==> config.mk <==
export PLATFORM = sky130hd
export DESIGN_NAME = pkt_rx_reader
export DESIGN_NICKNAME = d
export VERILOG_FILES = /design/src/rtl/pkt_rx_reader.sv
export SDC_FILE = /design/constraint.sdc
export NUM_CORES = 1
export LEC_CHECK = 0
export BUFFER_PORTS_ARGS = -buffer_cell sky130_fd_sc_hd__buf_2
export CAP_MARGIN = 0
export CORE_ASPECT_RATIO = 0.75
export CORE_UTILIZATION = 62
export DETAILED_ROUTE_END_ITERATION = 10
export PLACE_DENSITY = 0.88
export SLEW_MARGIN = 10
export SYNTH_ARGS = -nofsm -noshare
export SYNTH_HDL_FRONTEND = slang
export SYNTH_SLANG_ARGS = --single-unit
export TNS_END_PERCENT = 100
==> constraint.sdc <==
create_clock -name clk_156m25 -period 12.21 [get_ports clk_156m25]
set_input_delay 2.442 -clock clk_156m25 [delete_from_list [all_inputs] [get_ports clk_156m25]]
set_output_delay 2.442 -clock clk_156m25 [all_outputs]
set_load 0.1 [all_outputs]
==> src/rtl/pkt_rx_reader.sv <==
// pkt_rx_reader: reads frames out of the MAC receive packet FIFO, repairs
// SOP/EOP framing and re-emits always-terminated frames on a valid/ready
// stream through a small output FIFO, with per-frame length and statistics.
//
// Output handshake: a word transfers on a rising edge where out_val and
// out_ready are both 1. out_val never depends on out_ready, and while
// out_val=1 the word on out_* stays stable until it is accepted.
module pkt_rx_reader #(
  parameter int FIFO_DEPTH = 4
) (
  input  logic        clk_156m25,
  input  logic        reset_156m25_n,
  input  logic        pkt_rx_avail,
  output logic        pkt_rx_ren,
  input  logic [63:0] pkt_rx_data,
  input  logic        pkt_rx_val,
  input  logic        pkt_rx_sop,
  input  logic        pkt_rx_eop,
  input  logic [2:0]  pkt_rx_mod,
  input  logic        pkt_rx_err,
  output logic [63:0] out_data,
  output logic        out_val,
  output logic        out_sop,
  output logic        out_eop,
  output logic [2:0]  out_mod,
  output logic        out_err,
  input  logic        out_ready,
  output logic        len_val,
  output logic [15:0] len_bytes,
  output logic [31:0] frame_cnt,
  output logic [15:0] err_cnt,
  output logic [15:0] drop_cnt,
  output logic [1:0]  dbg_state
);

  localparam int AW = $clog2(FIFO_DEPTH);
  // Largest occupancy plus in-flight word count that still allows a new read.
  localparam logic [AW+1:0] REN_LIMIT = (AW+2)'(FIFO_DEPTH - 2);

  typedef enum logic [1:0] {
    S_IDLE  = 2'd0,
    S_FRAME = 2'd1,
    S_DROP  = 2'd2
  } state_t;

  typedef struct packed {
    logic        sop;
    logic        eop;
    logic [2:0]  mod;
    logic        err;
    logic [63:0] data;
  } entry_t;

  state_t        state_q, state_d;
  logic          ren_q, ren_d1_q, ren_d;
  logic [AW:0]   wr_ptr_q, rd_ptr_q;
  logic [AW:0]   occ;
  logic [AW+1:0] occ_sum;
  entry_t        mem_q [FIFO_DEPTH];
  entry_t        head;
  logic          full, fifo_we, fifo_re;

  // Per-word decisions from the output process
  logic          wr_en, drop, close, close_err;
  entry_t        wr_entry;
  logic [3:0]    add_bytes;
  logic [15:0]   len_base;
  logic [16:0]   len_sum;
  logic [15:0]   len_sat;

  logic [15:0]   len_acc_q;
  logic          len_val_q;
  logic [15:0]   len_bytes_q;
  logic [31:0]   frame_cnt_q;
  logic [15:0]   err_cnt_q;
  logic [15:0]   drop_cnt_q;

  assign occ     = wr_ptr_q - rd_ptr_q;
  assign occ_sum = {1'b0, occ} + {{(AW+1){1'b0}}, ren_d1_q};
  assign full    = (occ == (AW+1)'(FIFO_DEPTH));
  assign fifo_we = wr_en && !full;
  assign fifo_re = out_val && out_ready;

  // Read request: keep reading while a frame is open or a packet is waiting,
  // as long as the words already requested still fit in the FIFO.
  assign ren_d = ((state_q != S_IDLE) || pkt_rx_avail) && (occ_sum <= REN_LIMIT);

  // FSM state register
  always_ff @(posedge clk_156m25 or negedge reset_156m25_n) begin
    if (!reset_156m25_n) state_q <= S_IDLE;
    else                 state_q <= state_d;
  end

  // FSM next state: framing decisions on each valid word
  always_comb begin
    state_d = state_q;
    if (pkt_rx_val) begin
      case (state_q)
        S_IDLE: begin
          if (pkt_rx_sop && !pkt_rx_eop)       state_d = S_FRAME;
          else if (!pkt_rx_sop && !pkt_rx_eop) state_d = S_DROP;
        end
        S_FRAME: begin
          if (pkt_rx_sop)      state_d = pkt_rx_eop ? S_IDLE : S_DROP;
          else if (pkt_rx_eop) state_d = S_IDLE;
        end
        S_DROP: begin
          if (pkt_rx_eop) state_d = S_IDLE;
        end
        default: state_d = S_IDLE;
      endcase
    end
  end

  // FSM outputs: what to write, drop or close for the current word
  always_comb begin
    wr_en     = 1'b0;
    drop      = 1'b0;
    close     = 1'b0;
    close_err = 1'b0;
    add_bytes = 4'd0;
    wr_entry  = '{sop: pkt_rx_sop, eop: pkt_rx_eop, mod: pkt_rx_mod,
                  err: pkt_rx_err, data: pkt_rx_data};
    if (pkt_rx_val) begin
      case (state_q)
        S_IDLE: begin
          if (pkt_rx_sop) begin
            wr_en     = 1'b1;
            close     = pkt_rx_eop;
            close_err = pkt_rx_err;
          end else begin
            drop = 1'b1;
          end
        end
        S_FRAME: begin
          wr_en = 1'b1;
          if (pkt_rx_sop) begin
            // A new SOP inside a frame: this word becomes a forced, errored
            // EOP so the open frame is still terminated downstream.
            wr_entry.sop = 1'b0;
            wr_entry.eop = 1'b1;
            wr_entry.mod = 3'd0;
            wr_entry.err = 1'b1;
            close        = 1'b1;
            close_err    = 1'b1;
          end else begin
            close     = pkt_rx_eop;
            close_err = pkt_rx_err;
          end
        end
        S_DROP:  drop = 1'b1;
        default: drop = 1'b0;
      endcase
    end
    if (wr_en) begin
      if (wr_entry.eop && wr_entry.mod != 3'd0) add_bytes = {1'b0, wr_entry.mod};
      else                                      add_bytes = 4'd8;
    end
  end

  // Saturating frame length; a SOP word in IDLE starts a fresh sum.
  assign len_base = (state_q == S_IDLE) ? 16'd0 : len_acc_q;
  assign len_sum  = {1'b0, len_base} + {13'd0, add_bytes};
  assign len_sat  = len_sum[16] ? 16'hFFFF : len_sum[15:0];

  // Read-enable pipeline to the MAC
  always_ff @(posedge clk_156m25 or negedge reset_156m25_n) begin
    if (!reset_156m25_n) begin
      ren_q    <= 1'b0;
      ren_d1_q <= 1'b0;
    end else begin
      ren_q    <= ren_d;
      ren_d1_q <= ren_q;
    end
  end

  // Output FIFO pointers
  always_ff @(posedge clk_156m25 or negedge reset_156m25_n) begin
    if (!reset_156m25_n) begin
      wr_ptr_q <= '0;
      rd_ptr_q <= '0;
    end else begin
      if (fifo_we) wr_ptr_q <= wr_ptr_q + 1'b1;
      if (fifo_re) rd_ptr_q <= rd_ptr_q + 1'b1;
    end
  end

  // Output FIFO storage; contents are qualified by the pointers
  always_ff @(posedge clk_156m25) begin
    if (fifo_we) mem_q[wr_ptr_q[AW-1:0]] <= wr_entry;
  end

  // Frame length accumulator and statistics
  always_ff @(posedge clk_156m25 or negedge reset_156m25_n) begin
    if (!reset_156m25_n) begin
      len_acc_q   <= '0;
      len_val_q   <= 1'b0;
      len_bytes_q <= '0;
      frame_cnt_q <= '0;
      err_cnt_q   <= '0;
      drop_cnt_q  <= '0;
    end else begin
      len_val_q <= close;
      if (wr_en) len_acc_q <= len_sat;
      if (close) begin
        len_bytes_q <= len_sat;
        frame_cnt_q <= frame_cnt_q + 32'd1;
        if (close_err) err_cnt_q <= err_cnt_q + 16'd1;
      end
      if (drop) drop_cnt_q <= drop_cnt_q + 16'd1;
    end
  end

  assign head       = mem_q[rd_ptr_q[AW-1:0]];
  assign out_val    = (occ != '0);
  assign out_data   = out_val ? head.data : 64'd0;
  assign out_sop    = out_val && head.sop;
  assign out_eop    = out_val && head.eop;
  assign out_mod    = (out_val && head.eop) ? head.mod : 3'd0;
  assign out_err    = out_val && head.eop && head.err;

  assign pkt_rx_ren = ren_q;
  assign len_val    = len_val_q;
  assign len_bytes  = len_bytes_q;
  assign frame_cnt  = frame_cnt_q;
  assign err_cnt    = err_cnt_q;
  assign drop_cnt   = drop_cnt_q;
  assign dbg_state  = state_q;

endmodule

==> Word-level counts from Yosys, hierarchy flattened <==
Memories as Yosys holds them, arrays and structs flattened.
Cells that the tools add are included.
{ "totals": {"mem_bits_rw": 280, "ff_bits": 107, "inputBits": 75, "n_memories": 1, "elab_cells": 75, "out_inout_bits": 155} }
{ "memory_table": {"columns": ["memory", "words", "width", "read_ports", "rd_clocked_by_memory_dff", "wr", "line_no", "text"], "rows": [
  ["mem_q", 4, 70, 1, 0, 1, "59", "entry_t mem_q [FIFO_DEPTH];"]
]} }
{ "classes": {"n_eq_ne": 4, "n_addsub": 8, "n_lt_le_gt_ge": 1, "muxes": 31, "n_reduce_logical": 19} }
{ "op_table": {"columns": ["operator", "count"], "rows": [
  ["$mux 64", 1],
  ["$add 16x1->16 const B", 2],
  ["$add 32x1->32 const B", 1],
  ["$mux 16", 2],
  ["$add 16x4->17", 1],
  ["$mux 1", 12],
  ["$mux 6", 2],
  ["$mux 2", 5],
  ["$logic_and 1x1->1", 9],
  ["$mux 4", 2],
  ["$pmux 1 s2", 4],
  ["$add 3x1->3 const B", 2],
  ["$pmux 2 s3", 1],
  ["$reduce_bool 3->1", 2],
  ["$mux 5", 1],
  ["$add 3x1->4", 1],
  ["$le 4x2->1 const B", 1],
  ["$reduce_and 2->1", 2],
  ["$eq 3x3->1 const B", 1],
  ["$logic_not 1->1", 3],
  ["$mux 3", 1],
  ["$ne 3x3->1 const B", 1],
  ["$sub 3x3->3", 1],
  ["$eq 2x1->1 const B", 1],
  ["other kinds (4)", 4]
]} }

==> Longest topological paths before layout <==
{ "logic_depth": {"word_depth": 9, "depth_mapped": 13, "ltp_nobuf": 10} }

==> Least setup slack after synthesis <==
Ideal clock, no wire load.
{ "synth_path": {"path_type": "register to output", "startpoint": "register rd_ptr_q[1]", "endpoint": "output out_data[55]", "path_stages_with_launch": 11, "arrival_ps": 3930, "n_path_buf": 4, "path_slack_ps": 5838, "t_required_ps": 9768, "cell_sequence": "dfrtp_1 -> clkbuf_1 -> buf_1 -> inv_1 -> fa_1 -> xor2_1 -> xnor2_1 -> or3_1 -> buf_2 -> clkbuf_1 -> and2_1"} }
{ "synth_via": {"elab_chain_len": 3, "word_cells_on_any_way": 4, "classes_between": "add/sub: 1; mux: 1; reduce/logical: 1; memory: 1"} }
{ "synth_lines": {"columns": ["item", "line_no", "text"], "rows": [
  ["start: declaration", "56", "logic [AW:0] wr_ptr_q, rd_ptr_q;"],
  ["start signal: assignment", "184", "if (fifo_re) rd_ptr_q <= rd_ptr_q + 1'b1;"],
  ["$sub 3x3->3", "78", "assign occ = wr_ptr_q - rd_ptr_q;"],
  ["$reduce_bool 3->1", "215", "assign out_val = (occ != '0);"],
  ["named net out_val", "22", "output logic out_val,"],
  ["$mux 64", "216", "assign out_data = out_val ? head.data : 64'd0;"],
  ["end: declaration", "21", "output logic [63:0] out_data,"]
]} }
The timed path passes the listed nets, and every way through them passes these cells.

==> Worst setup path after layout <==
{ "layout_path": {"startpoint": "register rd_ptr_q[1]", "endpoint": "output out_err"} }
{ "layout_via": {"elab_chain_len": 4, "word_cells_on_any_way": 5, "classes_between": "add/sub: 1; reduce/logical: 3; memory: 1"} }
{ "layout_lines": {"columns": ["item", "line_no", "text"], "rows": [
  ["$sub 3x3->3", "78", null],
  ["$reduce_bool 3->1", "215", null],
  ["$logic_and 1x1->1", "220", "assign out_err = out_val && head.eop && head.err;"],
  ["$logic_and 1x1->1 (*)", "220", null],
  ["end: declaration", "26", "output logic out_err,"]
]} }
Every way passes the cells marked *; elsewhere a longest branch is shown, timed or not.

==> impl_metrics.tcl <==
set metrics [dict create \
    status "complete, no violations" \
    port_buffers 229 \
    grt_pass1_vias 8899 \
    end_kind "output pin" \
    remaining_drc_errors 0 \
    rsz0062_at_grt "false" \
    htree_levels 2 \
    async_flop_share_pct 27.6 \
    r2r_setup_slack_ns 8.24 \
    grt_pass1_wl_um 49300 \
    fmax_mhz 147 \
    antenna_found_initial 3 \
    track_usage_pct 24.2 \
    hold_viol 0 \
    final_max_slew_viol_count 0 \
    synth.ff_latch_count 387 \
    die-area_um2 26400 \
    rows 50 \
    drive_gt1_share_pct 30.9 \
    worstSkewPairLatency_ns 0.51 \
    syn_area_um2 16000 \
    synth_ff_type "edfxtp_1" \
    yosysSeqAreaShare_pct 69.3 \
    crit_path_max_fanout 73 \
    relSlewSlack_pct 27.5 \
    wirelength_um 31500 \
    worstPathRequired_ns 9.77 \
    hold_path_class "reg -> reg" \
    dr.pass1.iters 5 \
    vias 9181 \
    antenna_left 0 \
    hpwl_um 19700 \
    min_period_over_period_pct 55.5 \
    tightest_slew_ns 1.09 \
    clockBufferDepth 3 \
    whs_path_depth 0 \
    crit_type "reg -> out" \
    synth_edf_count 280 \
    wl_per_cell_um 19.9 \
    die_h_um 141 \
    final_nets 1309 \
    viasPerCell 5.81 \
    area_growth_pct 15.8 \
    coreArea_um2 25100 \
    num_io_pins 230 \
    grt_max_degree 74 \
    syn_inst 988 \
    gp_congestion 0.870 \
    yosys.cell_types.count 62 \
    cts-buffers-inserted 37 \
    setup_viol 0 \
    cap_violations 0 \
    clock_skew_ns 0.0152 \
    initial_utilization_pct 63.6 \
    setup_ws_ns 5.43 \
    dp_slack_ns 5.91 \
    crit_arrival_ns 4.34 \
    cts_hold_repair.buffers 0 \
    overflow 0 \
    cts_resized 0 \
    fin_setup_tns_ns 0 \
    cts_root_buffer "clkbuf_16" \
    synth_nets 1080 \
    setup.worst_path.start_class "register" \
    syn_avg_cell_area_um2 16.2 \
    clk_pin_slew_worst_paths_ns 0.06 \
    fin_crit_ns 6.78 \
    ff2ff_path_depth 6 \
    num-fill-cells 1589 \
    cts_tree "built" \
    cts_setup_buffers 0 \
    fp.dieW_um 187 \
    drtIter0Drc 654 \
    cts_sinks 387 \
    ys_warn_count 0 \
]
-- per-stage QoR --
stage                     instance area [µm²]  instances  utilization, %  hold slack, ns
after floorplan                         16000        988               -           0.442
after global placement                  17400       1516            69.2           0.356
after detailed placement                17400       1516            69.2           0.366
after CTS                               18500       1578            73.6           0.389
after global routing                    18500       1579            73.6           0.390
final                                   18500       1580            73.6           0.387
-- layout by cell type (no fill, tap or decap), types with 4 or more instances in the layout --
cell type / count
mux2_2: 4
and2_1: 73
nor3_1: 15
clkbuf_1: 9
dfrtp_1: 105
a31oi_1: 6
and4_1: 6
o21ai_0: 26
clkbuf_16: 39
a211oi_1: 4
ha_1: 15
a21oi_1: 17
clkinv_2: 4
nand4_1: 11
nand2_1: 55
mux4_2: 70
inv_1: 21
buf_2: 228
clkinv_1: 6
edfxtp_1: 280
xnor2_1: 41
and2_4: 4
nand3_1: 32
nor2_1: 44
nor4_1: 7
and3_1: 13
buf_4: 5
nand2b_1: 5
xor2_1: 32
-- final timing paths --
| check | to | start |
|---|---|---|
| setup / recovery | out_err | rd_ptr_q[1] |
| hold / removal | ren_d1_q | pkt_rx_ren |
| setup reg to reg | mem_q[0][3] | rd_ptr_q[1] |
| hold reg to reg | ren_d1_q | pkt_rx_ren |
| max in group asynchronous | drop_cnt[9] | reset_156m25_n |
| min in group asynchronous | frame_cnt[26] | reset_156m25_n |
-- cell families after synthesis --
logic type                 Yosys count  synth area share (%)
muxes                               75                  10.2
adders and majority gates           18                  1.49
xor gates and xnor gates            73                  4.00
and+or+nand+nor                    293                  10.2
buffers and inverters               65                  1.81
DFF                                387                  69.3
AOI/OAI and AO/OA                   77                  2.97
-- metal layers --
metal / wire length, µm / up-vias / share of wire [%] / track usage [%]
met2: 15100 / 361 / 48 / 38.2
met3: 2380 / 46 / 7.6 / 4.28
met1: 13500 / 4598 / 43 / 35.8
li1: - / 4174 / - / -
met5: 13 / - / 0.041 / 0
met4: 525 / 2 / 1.7 / 5.95
-- sequential cells by signal, summed over array words and instances (netlist names), 2 cells and up --
signal and cells:
dbg_state 2, drop_cnt 16, err_cnt 16, frame_cnt 32, len_acc_q 16, len_bytes 16, mem_q 280, rd_ptr_q 3
wr_ptr_q 3
-- cells in the mapped netlist, types with 3 or more instances --
master | instances | area, µm²
mux2_2 | 4 | 45.0
nand2_1 | 55 | 206
buf_2 | 10 | 50.1
inv_1 | 21 | 78.8
xor2_1 | 32 | 280
dfrtp_1 | 107 | 2680
nor3_1 | 15 | 75.1
a21o_1 | 3 | 22.5
a21oi_1 | 17 | 85.1
nor3b_1 | 3 | 22.5
or3_1 | 4 | 25.0
buf_4 | 3 | 22.5
and3_1 | 13 | 81.3
nand4_1 | 11 | 68.8
mux4_2 | 70 | 1580
and4_1 | 6 | 52.6
and2_1 | 77 | 482
xnor2_1 | 41 | 359
nor2b_1 | 3 | 18.8
nand3_1 | 32 | 160
edfxtp_1 | 280 | 8410
buf_6 | 3 | 33.8
a31oi_1 | 6 | 37.5
ha_1 | 15 | 188
clkbuf_1 | 24 | 90.1
buf_1 | 3 | 11.3
a211oi_1 | 4 | 30.0
o21ai_0 | 26 | 130
nand2b_1 | 5 | 31.3
nor2_1 | 44 | 165
nor4_1 | 7 | 43.8
or2_2 | 3 | 18.8
-- worst max-delay path, cell delays in order (launching register included) --
cell and delay [ns]:
dfrtp_4 1.12, inv_1 0.16, fa_1 0.45, xor2_1 0.17, xnor2_1 0.23, or3_2 0.90
and3_1 0.33, buf_2 0.44
-- layout make-up --
| type | instances | area (µm²) | area share [%] |
|---|---|---|---|
| diodes | 2 | 5.00 | 0.0270 |
| clock buffers | 51 | 1050 | 5.68 |
| clock inverters | 11 | 51.3 | 0.277 |
| inverters | 22 | 82.6 | 0.446 |
| multi-input cells | 536 | 4630 | 25.0 |
| flip-flops and latches | 387 | 11100 | 59.9 |
| well taps | 338 | 423 | 2.28 |
| repair buffers | 233 | 1180 | 6.37 |
Power is left out: the tool's default activity adds up to more than one toggle a clock period on the data nets, which glitch-free logic cannot reach.
